$ cat src/rtl/jtag_scan_ctrl.sv
// JTAG scan controller: resets the TAP, then on each request shifts one IR and one DR scan
// through the TAP. The DR bits that come back on TDO are captured into dr_o.
module jtag_scan_ctrl #(
  parameter int unsigned IR_LEN  = 4,
  parameter int unsigned DR_MAX  = 32,
  parameter int unsigned CLK_DIV = 4
) (
  input  logic                         clk_i,
  input  logic                         rst_i,
  input  logic                         req_i,
  output logic                         ready_o,
  input  logic [IR_LEN-1:0]            ir_i,
  input  logic [$clog2(DR_MAX+1)-1:0]  dr_len_i,
  input  logic [DR_MAX-1:0]            dr_i,
  output logic                         done_o,
  output logic [DR_MAX-1:0]            dr_o,
  output logic                         tck_o,
  output logic                         tms_o,
  output logic                         tdi_o,
  input  logic                         tdo_i
);

  localparam int unsigned LW = $clog2(DR_MAX + 1);
  localparam int unsigned CW = $clog2(DR_MAX + IR_LEN + 8);
  localparam int unsigned DW = (CLK_DIV > 1) ? $clog2(CLK_DIV) : 1;
  localparam int unsigned IW = (DR_MAX > 1) ? $clog2(DR_MAX) : 1;

  localparam logic [DW-1:0] DivLast = DW'(CLK_DIV - 1);
  localparam logic [LW-1:0] DrMaxL  = LW'(DR_MAX);
  localparam logic [CW-1:0] IrLast  = CW'(IR_LEN - 1);

  typedef enum logic [3:0] {
    StTlrRst, StIdle, StIrHdr, StIrShift, StIrTail, StDrHdr, StDrShift, StDrTail, StDone
  } state_e;

  state_e             state_q, state_d;
  logic [CW-1:0]      bit_q, bit_d;
  logic [DW-1:0]      div_q, div_d;
  logic               phase_q, phase_d;
  logic [IR_LEN-1:0]  ir_q, ir_d;
  logic [DR_MAX-1:0]  drs_q, drs_d;
  logic [LW-1:0]      n_q, n_d;
  logic [DR_MAX-1:0]  dr_q, dr_d;
  logic               tms_q, tms_d;
  logic               tdi_q, tdi_d;

  logic run, div_wrap, rise, fall;

  assign run      = (state_q != StIdle) && (state_q != StDone);
  assign div_wrap = (div_q == DivLast);
  assign rise     = run && !phase_q && div_wrap;
  assign fall     = run && phase_q && div_wrap;

  always_comb begin
    state_d = state_q;
    bit_d   = bit_q;
    div_d   = div_q;
    phase_d = phase_q;
    ir_d    = ir_q;
    drs_d   = drs_q;
    n_d     = n_q;
    dr_d    = dr_q;

    if (run) begin
      if (div_wrap) begin
        div_d   = '0;
        phase_d = ~phase_q;
      end else begin
        div_d = div_q + DW'(1);
      end

      // First captured bit wipes the register so bits above n end up zero.
      if (rise && state_q == StDrShift) begin
        if (bit_q == '0) dr_d = '0;
        dr_d[bit_q[IW-1:0]] = tdo_i;
      end

      if (fall) begin
        bit_d = bit_q + CW'(1);
        case (state_q)
          StTlrRst: begin
            if (bit_q == CW'(5)) begin
              state_d = StIdle;
              bit_d   = '0;
            end
          end
          StIrHdr: begin
            if (bit_q == CW'(3)) begin
              state_d = StIrShift;
              bit_d   = '0;
            end
          end
          StIrShift: begin
            ir_d = ir_q >> 1;
            if (bit_q == IrLast) begin
              state_d = StIrTail;
              bit_d   = '0;
            end
          end
          StIrTail: begin
            if (bit_q == CW'(1)) begin
              bit_d = '0;
              if (n_q == '0) begin
                state_d = StDone;
                dr_d    = '0;
              end else begin
                state_d = StDrHdr;
              end
            end
          end
          StDrHdr: begin
            if (bit_q == CW'(2)) begin
              state_d = StDrShift;
              bit_d   = '0;
            end
          end
          StDrShift: begin
            drs_d = drs_q >> 1;
            if (bit_q == CW'(n_q) - CW'(1)) begin
              state_d = StDrTail;
              bit_d   = '0;
            end
          end
          StDrTail: begin
            if (bit_q == CW'(1)) begin
              state_d = StDone;
              bit_d   = '0;
            end
          end
          default: ;
        endcase
      end
    end else if (req_i) begin
      ir_d    = ir_i;
      drs_d   = dr_i;
      n_d     = (dr_len_i > DrMaxL) ? DrMaxL : dr_len_i;
      state_d = StIrHdr;
      bit_d   = '0;
      div_d   = '0;
      phase_d = 1'b0;
    end else if (state_q == StDone) begin
      state_d = StIdle;
    end
  end

  // TMS/TDI are decoded from the next state so they only move when a new TCK low phase starts.
  always_comb begin
    tms_d = 1'b0;
    tdi_d = 1'b0;
    case (state_d)
      StTlrRst:  tms_d = (bit_d < CW'(5));
      StIrHdr:   tms_d = (bit_d < CW'(2));
      StIrShift: begin
        tms_d = (bit_d == IrLast);
        tdi_d = ir_d[0];
      end
      StIrTail, StDrHdr, StDrTail: tms_d = (bit_d == '0);
      StDrShift: begin
        tms_d = (bit_d == CW'(n_d) - CW'(1));
        tdi_d = drs_d[0];
      end
      default: ;
    endcase
  end

  always_ff @(posedge clk_i or posedge rst_i) begin
    if (rst_i) begin
      state_q <= StTlrRst;
      bit_q   <= '0;
      div_q   <= '0;
      phase_q <= 1'b0;
      ir_q    <= '0;
      drs_q   <= '0;
      n_q     <= '0;
      dr_q    <= '0;
      tms_q   <= 1'b1;
      tdi_q   <= 1'b0;
    end else begin
      state_q <= state_d;
      bit_q   <= bit_d;
      div_q   <= div_d;
      phase_q <= phase_d;
      ir_q    <= ir_d;
      drs_q   <= drs_d;
      n_q     <= n_d;
      dr_q    <= dr_d;
      tms_q   <= tms_d;
      tdi_q   <= tdi_d;
    end
  end

  assign ready_o = (state_q == StIdle) || (state_q == StDone);
  assign done_o  = (state_q == StDone);
  assign dr_o    = dr_q;
  assign tck_o   = phase_q;
  assign tms_o   = tms_q;
  assign tdi_o   = tdi_q;

endmodule

$ cat config.mk
export PLATFORM = sky130hd
export DESIGN_NAME = jtag_scan_ctrl
export DESIGN_NICKNAME = d
export VERILOG_FILES = /design/src/rtl/jtag_scan_ctrl.sv
export SDC_FILE = /design/constraint.sdc
export NUM_CORES = 1
export LEC_CHECK = 0
export BUFFER_PORTS_ARGS = -buffer_cell sky130_fd_sc_hd__buf_2
export CORE_MARGIN = 2
export CORE_UTILIZATION = 44
export DETAILED_ROUTE_END_ITERATION = 7
export GPL_TIMING_DRIVEN = 0
export PLACE_DENSITY = 0.64
export SYNTH_ARGS = -nofsm -noshare
export SYNTH_HDL_FRONTEND = slang
export SYNTH_SLANG_ARGS = --single-unit
$ cat constraint.sdc
create_clock -name clk_i -period 2.9 [get_ports clk_i]
set_input_delay 0.29 -clock clk_i [delete_from_list [all_inputs] [get_ports clk_i]]
set_output_delay 0.29 -clock clk_i [all_outputs]
set_load 0.01 [all_outputs]
==> reports/metrics.yaml, run 1 <==
yosys:
  synth_top_family_by_area: "compound AO/OA/AOI/OAI gates"
  async_flop_share: 1.00
  ys_types: 69
  synth_compound_area_frac: 0.235
  synthMuxAreaShare: 0.00622
  ys_warn_count: 0
  syn-num-nets: 639
  synthCells: 586
  synth_area_per_cell_um2: 8.58
  synth_seq_area_share: 0.443
  synth-simple-area-share: 0.222
  synth_ff_type: "dfrtp_1"
  synth_edf_count: 0
  yosys.area_share.xor_xnor: 0.0241
  yosys.area_share.adder: 0.0174
  synthesis.area_mm2: 0.00503
  synth_seq_cells: 89
power:
  p_per_area_mw_per_mm2: 963
  combPwrFrac: 0.498
  swShare: 0.415
  p_int_mw: 3.66
  pwr-share-seq: 0.310
  p_total_mw: 6.25
  p_switching_mw: 2.59
  peakVddDrop_mv: 0.523
  leakage_nw: 2.76
  p_clk_frac: 0.192
drt:
  avgRoutedWirePerCell_um: 16.7
  viasPerCell: 5.68
  ant_nets: 0
  vias: 4856
  first_iter_violations: 471
  drc: 0
  firstDrtPassIters: 6
  drt-total-wl_um: 14300
die:
  io_pins: 83
  coreArea_mm2: 0.0113
  die-area_mm2: 0.0123
  die_h_um: 111
  num_rows: 39
  die_x_um: 111
  initial_core_util: 0.446
worst_setup_path:
  path_max_fanout: 6
  cp-end-kind: "register"
  critical_path_required_ns: 3.16
  cp-start-kind: "register"
  worstSetupPathType: "register to register"
  cp.arrival_ns: 3.25
grt:
  globalRouteTotalUtil: 0.232
  grtUsageMet1: 0.310
  grt_max_degree: 50
  grt_overflow_total: 0
  antenna_found_initial: 0
  grt_use_met3: 0.0585
  grt_pass1_vias: 4677
  grtUsageMet2: 0.373
  grt.busiest_layer: "met2"
  grt_pass1_wl_um: 23100
placement:
  placedInstanceArea_mm2: 0.00572
  placedCellCount: 812
  gp_congestion: 0.901
  portBuffers: 82
  dpl.hpwl_um: 10200
sta:
  fin_setup_tns_ns: -0.0907
  fin_skew_ns: 0.0102
  whs_ns: -0.0227
  rsz0062_at_grt: "yes"
  relSlewSlack: 0.458
  setup_violations: 1
  fmax_mhz: 334
  period_needed_ns: 2.99
  finalHoldViolCount: 24
  fin_crit_sh: 1.03
  slew_violations: 0
  layout_setup_ws_ns: -0.0907
  tightest_slew_ns: 0.812
outcome:
  status: "finished, violations left"
  violations: "negative hold slack, negative setup slack"
cts:
  cts_sinks: 89
  cts_buffer_depth: 2
  cts_buffers: 9
  path_clk_slew_ns: 0.07
  insertion_delay_ns: 0.35
  postCtsHoldBufs: 0
  h-tree-depth: 3
  cts_tree: "built"
  cts_root_buf: "clkbuf_16"
cells_and_area:
  ff_latch_area_mm2: 0.00223
  final_common_cell: "nand2_1"
  multi_input_area_mm2: 0.00284
  drive_gt1_frac: 0.279
  n_antenna_cell: 0
  final_cell_mix: "nand2_1 (122), dfrtp_1 (85), buf_2 (84)"
  final_core_util: 0.576
  syn2layout_area_growth_pct: 29.0
  finish.instance_area_mm2: 0.00649
  fillers: 987
  final_nets: 760
  final_cells: 855
job:
  max_cap_viol_count: 0
worst_hold_path:
  hold_class: "primary input to asynchronous set/reset pin"
==> synthesized netlist by cell type, types with 3 or more instances <==
cell type,n,share of area
xor2_1,3,0.0052
nand3b_1,5,0.0075
a21oi_1,29,0.029
nand2_1,125,0.093
o22ai_1,12,0.015
buf_4,4,0.0060
a32o_1,8,0.016
o211ai_1,9,0.013
nor2_1,27,0.020
inv_1,20,0.015
or3_1,5,0.0062
nor3b_1,8,0.012
o21ai_0,55,0.055
buf_2,5,0.0050
or4_1,3,0.0045
nor3_1,8,0.0080
nand3_1,10,0.010
and3_1,8,0.010
ha_1,7,0.017
a211oi_1,4,0.0060
a22oi_1,34,0.051
nand4_1,3,0.0037
nand2b_1,6,0.0075
clkbuf_1,28,0.021
dfrtp_1,88,0.44
a31oi_1,6,0.0075
xnor2_1,9,0.016
==> worst max-delay path, cell delays in order (launching register included) <==
cell	delay, ns
dfrtp_2	0.44
inv_1	0.13
ha_4	0.20
mux2i_1	0.13
a221oi_2	0.29
o211ai_1	0.14
o21bai_4	0.21
nor2_4	0.23
a21oi_2	0.07
or2_4	0.27
or4b_4	0.48
a211o_1	0.26
o31ai_2	0.06
==> through the flow <==
step	setup slack (ns)	hold slack [ns]
2_1_floorplan	-0.0662	0.407
3_3_place_gp	-0.705	0.460
3_5_place_dp	-0.614	0.379
4_1_cts	-0.112	0.00238
5_1_grt	-0.221	0.0271
6_report	-0.0907	-0.0227
==> final cells by class <==
| class | instances | share of cell area |
|---|---|---|
| Buffer | 38 | 0.0307 |
| Clock buffer | 12 | 0.0395 |
| Clock inverter | 4 | 0.00790 |
| Inverter | 21 | 0.0125 |
| Multi-Input combinational cell | 436 | 0.437 |
| Sequential cell | 89 | 0.344 |
| Tap cell | 143 | 0.0276 |
| Timing Repair Buffer | 112 | 0.101 |
==> power groups by stage <==
stage	sequential (mW)	clock [mW]	combinational [mW]
2_1_floorplan	1.91	0	1.86
3_3_place_gp	1.93	0	2.45
3_5_place_dp	1.94	0	2.52
4_1_cts	1.93	1.22	2.89
5_1_grt	1.98	1.27	3.41
6_report	1.94	1.20	3.11
==> kinds of logic (layout without fill, tap and decap cells) <==
logic type	Yosys count	count (layout)
fa+ha+maj	7	7
buf+inv	61	187
flops	89	89
xor+xnor	13	13
mux	3	3
compound gates	182	182
simple gates	231	231
==> registers in the layout, summed over array words and instances, names as in the netlist <==
register and flops:
dr_o 32, drs_q 32, bit_q 6, n_q 6
ir_q 4, state_q 4, div_q 2, tck_o 1
tdi_o 1, tms_o 1
==> metal layers <==
layer | up-vias | share of wire
met1 | 2329 | 0.44
met4 | 0 | 0.018
met5 | - | 0
met2 | 163 | 0.48
li1 | 2344 | -
met3 | 20 | 0.063
==> path summary, 6_finish.rpt <==
check	start	endpoint	slack [ns]	depth (start not counted)
max in group asynchronous	rst_i	tms_o	2.21	3
setup / recovery	bit_q[0]	tms_o	-0.09	12
hold / removal	rst_i	dr_o[11]	-0.02	2
hold reg to reg	drs_q[0]	drs_q[0]	0.47	2
min in group clk_i	dr_i[31]	drs_q[31]	0.15	3
setup reg to reg	bit_q[0]	tms_o	-0.09	12
==> repair_timing <==
| item | CTS | global route |
|---|---|---|
| pin swaps | 19 | 20 |
| gates resized for setup | 43 | 19 |
| cloned | 0 | 0 |
| setup endpoints to repair | 9 | 27 |
| setup buffers | 20 | 9 |
Power figures use the tool's default switching activity.
==> run 2, diff against run 1 <==
--- a/config.mk
+++ b/config.mk
@@ -5,12 +5,14 @@
 export SDC_FILE = /design/constraint.sdc
 export NUM_CORES = 1
 export LEC_CHECK = 0
+export ABC_AREA = 1
 export BUFFER_PORTS_ARGS = -buffer_cell sky130_fd_sc_hd__buf_2
 export CORE_MARGIN = 2
 export CORE_UTILIZATION = 44
 export DETAILED_ROUTE_END_ITERATION = 7
 export GPL_TIMING_DRIVEN = 0
 export PLACE_DENSITY = 0.64
+export SKIP_CTS_REPAIR_TIMING = 1
 export SYNTH_ARGS = -nofsm -noshare
 export SYNTH_HDL_FRONTEND = slang
 export SYNTH_SLANG_ARGS = --single-unit
==> reports/metrics.yaml, run 2 <==
cts:
  cts_tree: "built"
  cts_root_buf: "clkbuf_16"
  cts_sinks: 89  # unchanged
  cts_buffer_depth: 2  # unchanged
  insertion_delay_ns: 0.35  # about the same
  path_clk_slew_ns: 0.07  # about the same
  h-tree-depth: 3  # unchanged
  cts_buffers: 9  # unchanged
placement:
  gp_congestion: 0.908  # +0.80%
  portBuffers: 81  # -1.2%
  dpl.hpwl_um: 10600  # +4.4%
  placedInstanceArea_mm2: 0.00592  # +3.5%
  placedCellCount: 955  # +18%
power:
  p_per_area_mw_per_mm2: 405  # -58%
  p_total_mw: 2.52  # -60%
  leakage_nw: 3.14  # +14%
  peakVddDrop_mv: 0.348  # -33%
sta:
  setup_violations: 0  # -1
  tightest_slew_ns: 0.668  # -0.144 ns
  fmax_mhz: 383  # +15%
  fin_crit_sh: 0.899  # -0.132
  fin_skew_ns: 0.0102  # -0.0000267 ns
  slew_violations: 0  # unchanged
  period_needed_ns: 2.61  # -0.383 ns
  finalHoldViolCount: 10  # -58%
  relSlewSlack: 0.543  # +0.0855
  whs_ns: -0.00360  # +0.0191 ns
  rsz0062_at_grt: "no"
yosys:
  synth_ff_type: "dfrtp_1"
  synthTopCellsByArea: "dfrtp_1 (42%), nand2_1 (15%), nand3_1 (6.8%)"
  synth_seq_area_share: 0.421  # -0.0223
  syn-num-nets: 779  # +22%
  async_flop_share: 1.00  # unchanged
  yosysMostFrequentCell: "nand2_1"
  synthCells: 726  # +24%
  synth_common_cells: "nand2_1 (206), dfrtp_1 (88), nand3_1 (72)"
  ys_types: 35  # -49%
  synth_top_area_frac: 0.416  # -0.0220
  ys_warn_count: 0  # unchanged
  synthesis.area_mm2: 0.00530  # +5.3%
  yosysTopAreaCell: "dfrtp_1"
  synth_seq_cells: 89  # unchanged
  synth_edf_count: 0  # unchanged
  synth_area_per_cell_um2: 7.30  # -15%
die:
  io_pins: 83  # unchanged
  num_rows: 40  # +2.6%
  die_x_um: 114  # +2.5%
  coreArea_mm2: 0.0119  # +5.2%
  initial_core_util: 0.447  # about the same
  die_h_um: 114  # +2.5%
  die-area_mm2: 0.0129  # +5.1%
drt:
  drt-total-wl_um: 14300  # -0.32%
  drc: 0  # unchanged
  first_iter_violations: 391  # -17%
  firstDrtPassIters: 5  # -1
  ant_nets: 0  # unchanged
  vias: 5199  # +7.1%
  viasPerCell: 5.37  # -5.4%
  avgRoutedWirePerCell_um: 14.7  # -12%
worst_setup_path:
  critical_path_required_ns: 3.12  # -0.04 ns
  crit_path_start: "state_q[0]"
  cp_slowest_stage_delay_ns: 0.56  # +0.08 ns
  crit_path_frequent_cell: "inv_2"
  cp-end-kind: "register"
  crit_chain: "inv_2, nor2_1, nand2_2, nand2_4, inv_2, nand2_1, nor2_1, inv_2, nor2_4, inv_2, a2111oi_0, o21ai_0, nand2_1, o21ai_0"
  critPathSlowestCell: "a2111oi_0"
  cp.arrival_ns: 2.83  # -0.42 ns
  cp-start-kind: "register"
  r2r-end: "dr_o[16]"
  ff2ff_path_depth: 14  # +2
  reg2reg_slack_ns: 0.29  # +0.38 ns
  worstSetupPathType: "register to register"
  path_max_fanout: 9  # +3
  rr_startpoint: "state_q[0]"
grt:
  grt_overflow_total: 0  # unchanged
  grt_pass1_vias: 4861  # +3.9%
  grt_pass1_wl_um: 23600  # +2.4%
  grt_max_degree: 48  # -4.0%
  globalRouteTotalUtil: 0.228  # -0.00469
  antenna_found_initial: 0  # unchanged
cells_and_area:
  finish.instance_area_mm2: 0.00621  # -4.3%
  final_cells: 968  # +13%
  drive_gt1_frac: 0.169  # -0.110
  syn2layout_area_growth_pct: 17.3
  final_cell_mix: "nand2_1 (206), buf_2 (89), dfrtp_1 (88)"
  fillers: 1178  # +19%
  n_antenna_cell: 0  # unchanged
  final_nets: 870  # +14%
  final_core_util: 0.524  # -0.0519
  final_common_cell: "nand2_1"
outcome:
  violations: "negative hold slack"
  status: "finished, violations left"
worst_hold_path:
  hold_class: "primary input to asynchronous set/reset pin"
job:
  max_cap_viol_count: 0  # unchanged
## run 2: changes by cell type in the layout (fill, tap and decap cells not counted), sizes merged, moves of 8 or more
cell / before / now
a32o: 8 / 0
and3: 8 / 0
buf: 122 / 97
clkbuf: 40 / 28
inv: 21 / 77
nand2: 125 / 214
nand3: 10 / 74
nor2: 28 / 56
nor3b: 8 / 0
o21ai: 57 / 80
o22ai: 12 / 0
xnor2: 9 / 1
## run 2: per-layer routing
metal / routed length (µm) / share of wire / global-route usage / vias to the layer above
met5: 0 / 0 / 0 / -
met4: 241 / 0.017 / 0.0683 / 0
met3: 708 / 0.050 / 0.0515 / 20
met2: 6760 / 0.47 / 0.381 / 132
met1: 6540 / 0.46 / 0.296 / 2465
li1: - / - / - / 2582
## run 2: how the worst max path moves through the flow
stage | endpoint | slack [ns] | cells after the start
2_1_floorplan | bit_q[0] | 0.30 | 1
3_3_place_gp | n_q[3] | -0.81 | 2
3_5_place_dp | tms_o | 0.13 | 17
4_1_cts | tms_o | 0.08 | 17
5_1_grt | dr_o[4] | 0.04 | 10
6_report | dr_o[16] | 0.29 | 14
## run 2: cell type report
cell class / instances / area [µm²] / share of cell area
clock inverters: 5 / 63.8 / 0.0103
flip-flops and latches: 89 / 2230 / 0.359
clock buffers: 10 / 239 / 0.0385
well taps: 147 / 184 / 0.0296
multi-input cells: 527 / 2630 / 0.424
repair buffers: 82 / 433 / 0.0697
plain buffers: 33 / 149 / 0.0240
inverters: 75 / 284 / 0.0457
## run 2: logic make-up (layout without fill, tap and decap cells)
logic type               Yosys count  after routing  share of synthesized area
adder cells (fa/ha/maj)            7              7                     0.0165
AO/OA/AOI/OAI                    159            159                      0.174
flip-flops                        89             89                      0.421
AND/OR/NAND/NOR                  356            356                      0.298
XOR/XNOR                           5              5                    0.00827
buffers and inverters            110            205                     0.0827
## run 2: worst max-delay path, delay by kind of cell (launching register included)
family          cells  cell delay, ns
compound gates      3            0.85
buf+inv             4            0.46
flops               1            0.43
simple gates        7            0.77
## run 2: where the power goes
group | leakage (nW) | internal (mW) | switching, mW | total [mW]
registers | 1.04 | 1.24 | 0 | 1.24
clock network | 0.146 | 0.695 | 0.518 | 1.21
logic | 1.96 | 0.0255 | 0.0395 | 0.0650
## run 2: per-stage QoR
| step | worst slack [ns] | TNS (ns) |
|---|---|---|
| finish | 0.292 | 0 |
| floorplan | 0.305 | 0 |
| global placement | -0.809 | -70.57 |
| detailed placement | 0.133 | 0 |
| CTS | 0.0807 | 0 |
| global route | 0.0377 | 0 |
==> run 3, diff against run 2 <==
--- a/config.mk
+++ b/config.mk
@@ -8,10 +8,10 @@
 export ABC_AREA = 1
 export BUFFER_PORTS_ARGS = -buffer_cell sky130_fd_sc_hd__buf_2
 export CORE_MARGIN = 2
-export CORE_UTILIZATION = 44
+export CORE_UTILIZATION = 43
 export DETAILED_ROUTE_END_ITERATION = 7
 export GPL_TIMING_DRIVEN = 0
-export PLACE_DENSITY = 0.64
+export PLACE_DENSITY = 0.63
 export SKIP_CTS_REPAIR_TIMING = 1
 export SYNTH_ARGS = -nofsm -noshare
 export SYNTH_HDL_FRONTEND = slang
==> reports/metrics.yaml, run 3 (synthesis gave the netlist of run 2 again) <==
cells_and_area:
  finish.instance_area_mm2: 0.00622  # +0.16%
  multi_input_area_mm2: 0.00264  # +0.19%
  ff_latch_area_mm2: 0.00223  # unchanged
  fillers: 1177  # -0.085%
  final_nets: 871  # +0.11%
  drive_gt1_frac: 0.168  # -0.00142
  final_core_util: 0.518  # -0.00572
  n_antenna_cell: 0  # unchanged
  final_cells: 969  # +0.10%
  syn2layout_area_growth_pct: 17.5
  final_common_cell: "nand2_1"
  final_cell_mix: "nand2_1 (206), buf_2 (89), dfrtp_1 (88)"
die:
  initial_core_util: 0.441  # -0.00558
  coreArea_mm2: 0.0120  # +1.3%
  die-area_mm2: 0.0132  # +2.2%
  die_x_um: 115  # +1.1%
  num_rows: 40  # unchanged
  die_h_um: 115  # +1.1%
  io_pins: 83  # unchanged
sta:
  setup_violations: 0  # unchanged
  fin_crit_sh: 0.888  # -0.0110
  rsz0062_at_grt: "no"
  layout_setup_ws_ns: 0.324  # +0.0320 ns
  fin_skew_ns: 0.0103  # +0.000117 ns
  slew_violations: 0  # unchanged
  tightest_slew_ns: 0.496  # -0.172 ns
  period_needed_ns: 2.58  # -0.0320 ns
  fmax_mhz: 388  # +1.2%
  relSlewSlack: 0.667  # +0.124
  finalHoldViolCount: 0  # -10
worst_hold_path:
  min_path_cells: 3
  holdCritStartpoint: "ir_i[3]"
  hold_class: "primary input to register"
  hold_end: "ir_q[3]"
cts:
  path_clk_slew_ns: 0.07  # about the same
  cts_buffers: 9  # unchanged
  h-tree-depth: 3  # unchanged
  cts_buffer_depth: 2  # unchanged
  insertion_delay_ns: 0.35  # about the same
  cts_root_buf: "clkbuf_16"
  cts_tree: "built"
  cts_sinks: 89  # unchanged
placement:
  place_ws_ns: 0.188  # +0.0554 ns
  placedInstanceArea_mm2: 0.00592  # unchanged
  dpl.hpwl_um: 10500  # -1.1%
  gp_congestion: 0.893  # -1.7%
  portBuffers: 81  # unchanged
  placedCellCount: 955  # unchanged
worst_setup_path:
  cp-end-kind: "register"
  critical_path_required_ns: 3.13  # about the same
  rr_startpoint: "n_q[0]"
  worstSetupPathType: "register to register"
  cp-start-kind: "register"
  reg2reg_slack_ns: 0.32  # +0.03 ns
  cp.arrival_ns: 2.80  # -0.03 ns
  crit_path_start: "n_q[0]"
  crit_chain: "inv_1, ha_1, nand3_1, nor2_1, nand2_1, o31ai_2, clkbuf_1, o21ai_0, nand2_1, o21ai_0"
  r2r-end: "dr_o[16]"
  critPathSlowestCell: "o31ai_2"
  path_max_fanout: 10  # +1
  cp_slowest_stage_delay_ns: 0.48  # -0.08 ns
  ff2ff_path_depth: 10  # -4
grt:
  grt_pass1_wl_um: 23700  # +0.23%
  antenna_found_initial: 0  # unchanged
  grt_max_degree: 67  # +40%
  grt_pass1_vias: 4983  # +2.5%
  grt_overflow_total: 0  # unchanged
  globalRouteTotalUtil: 0.225  # -0.00304
power:
  leakage_nw: 3.14  # about the same
  peakVddDrop_mv: 0.296  # -15%
  p_per_area_mw_per_mm2: 402  # -0.81%
drt:
  first_iter_violations: 417  # +6.6%
  drc: 0  # unchanged
  avgRoutedWirePerCell_um: 14.6  # -0.67%
  firstDrtPassIters: 5  # unchanged
  ant_nets: 0  # unchanged
  drt-total-wl_um: 14200  # -0.57%
  vias: 5183  # -0.31%
  viasPerCell: 5.35  # -0.41%
outcome:
  status: "complete, no violations"
job:
  max_cap_viol_count: 0  # unchanged
## run 3: worst max-delay path by stage
stage          depth (start not counted)       end  slack, ns
4_1_cts                               10  dr_o[16]       0.16
3_5_place_dp                          10  dr_o[16]       0.19
6_report                              10  dr_o[16]       0.32
5_1_grt                               17     tms_o       0.01
2_1_floorplan                          1  bit_q[0]       0.30
3_3_place_gp                           2     tdi_o      -0.80
## run 3: where the power goes
| part | leakage, nW | switching, mW | internal (mW) |
|---|---|---|---|
| logic | 1.96 | 0.0390 | 0.0263 |
| registers | 1.04 | 0 | 1.24 |
| clock network | 0.142 | 0.484 | 0.711 |
## run 3: layer usage
metal	share of wire	global-route usage
met5	0	0
met4	0.020	0.0948
met3	0.054	0.0411
met2	0.47	0.371
met1	0.45	0.291
## run 3: critical path: cells and delay by family, from the launching register on
family                   cells  cell delay, ns
AO/OA/AOI/OAI                3            0.77
buffers and inverters        2            0.50
flip-flops                   1            0.39
adder cells (fa/ha/maj)      1            0.24
AND/OR/NAND/NOR              4            0.55
## run 3: cell type report
type                    instances  area share
repair buffers                 83      0.0712
multi-input cells             527       0.424
inverters                      75      0.0456
well taps                     147      0.0296
clock buffers                  13      0.0418
plain buffers                  33      0.0239
flip-flops and latches         89       0.358
clock inverters                 2     0.00603
## run 3: through the flow
stage / hold slack (ns) / total power, mW / TNS, ns
after floorplan: 0.407 / 1.29 / 0
after global placement: 0.467 / 1.33 / -69.70
after detailed placement: 0.279 / 1.33 / 0
after CTS: -0.0925 / 2.52 / 0
after global routing: 0.167 / 2.58 / 0
final: 0.144 / 2.50 / 0
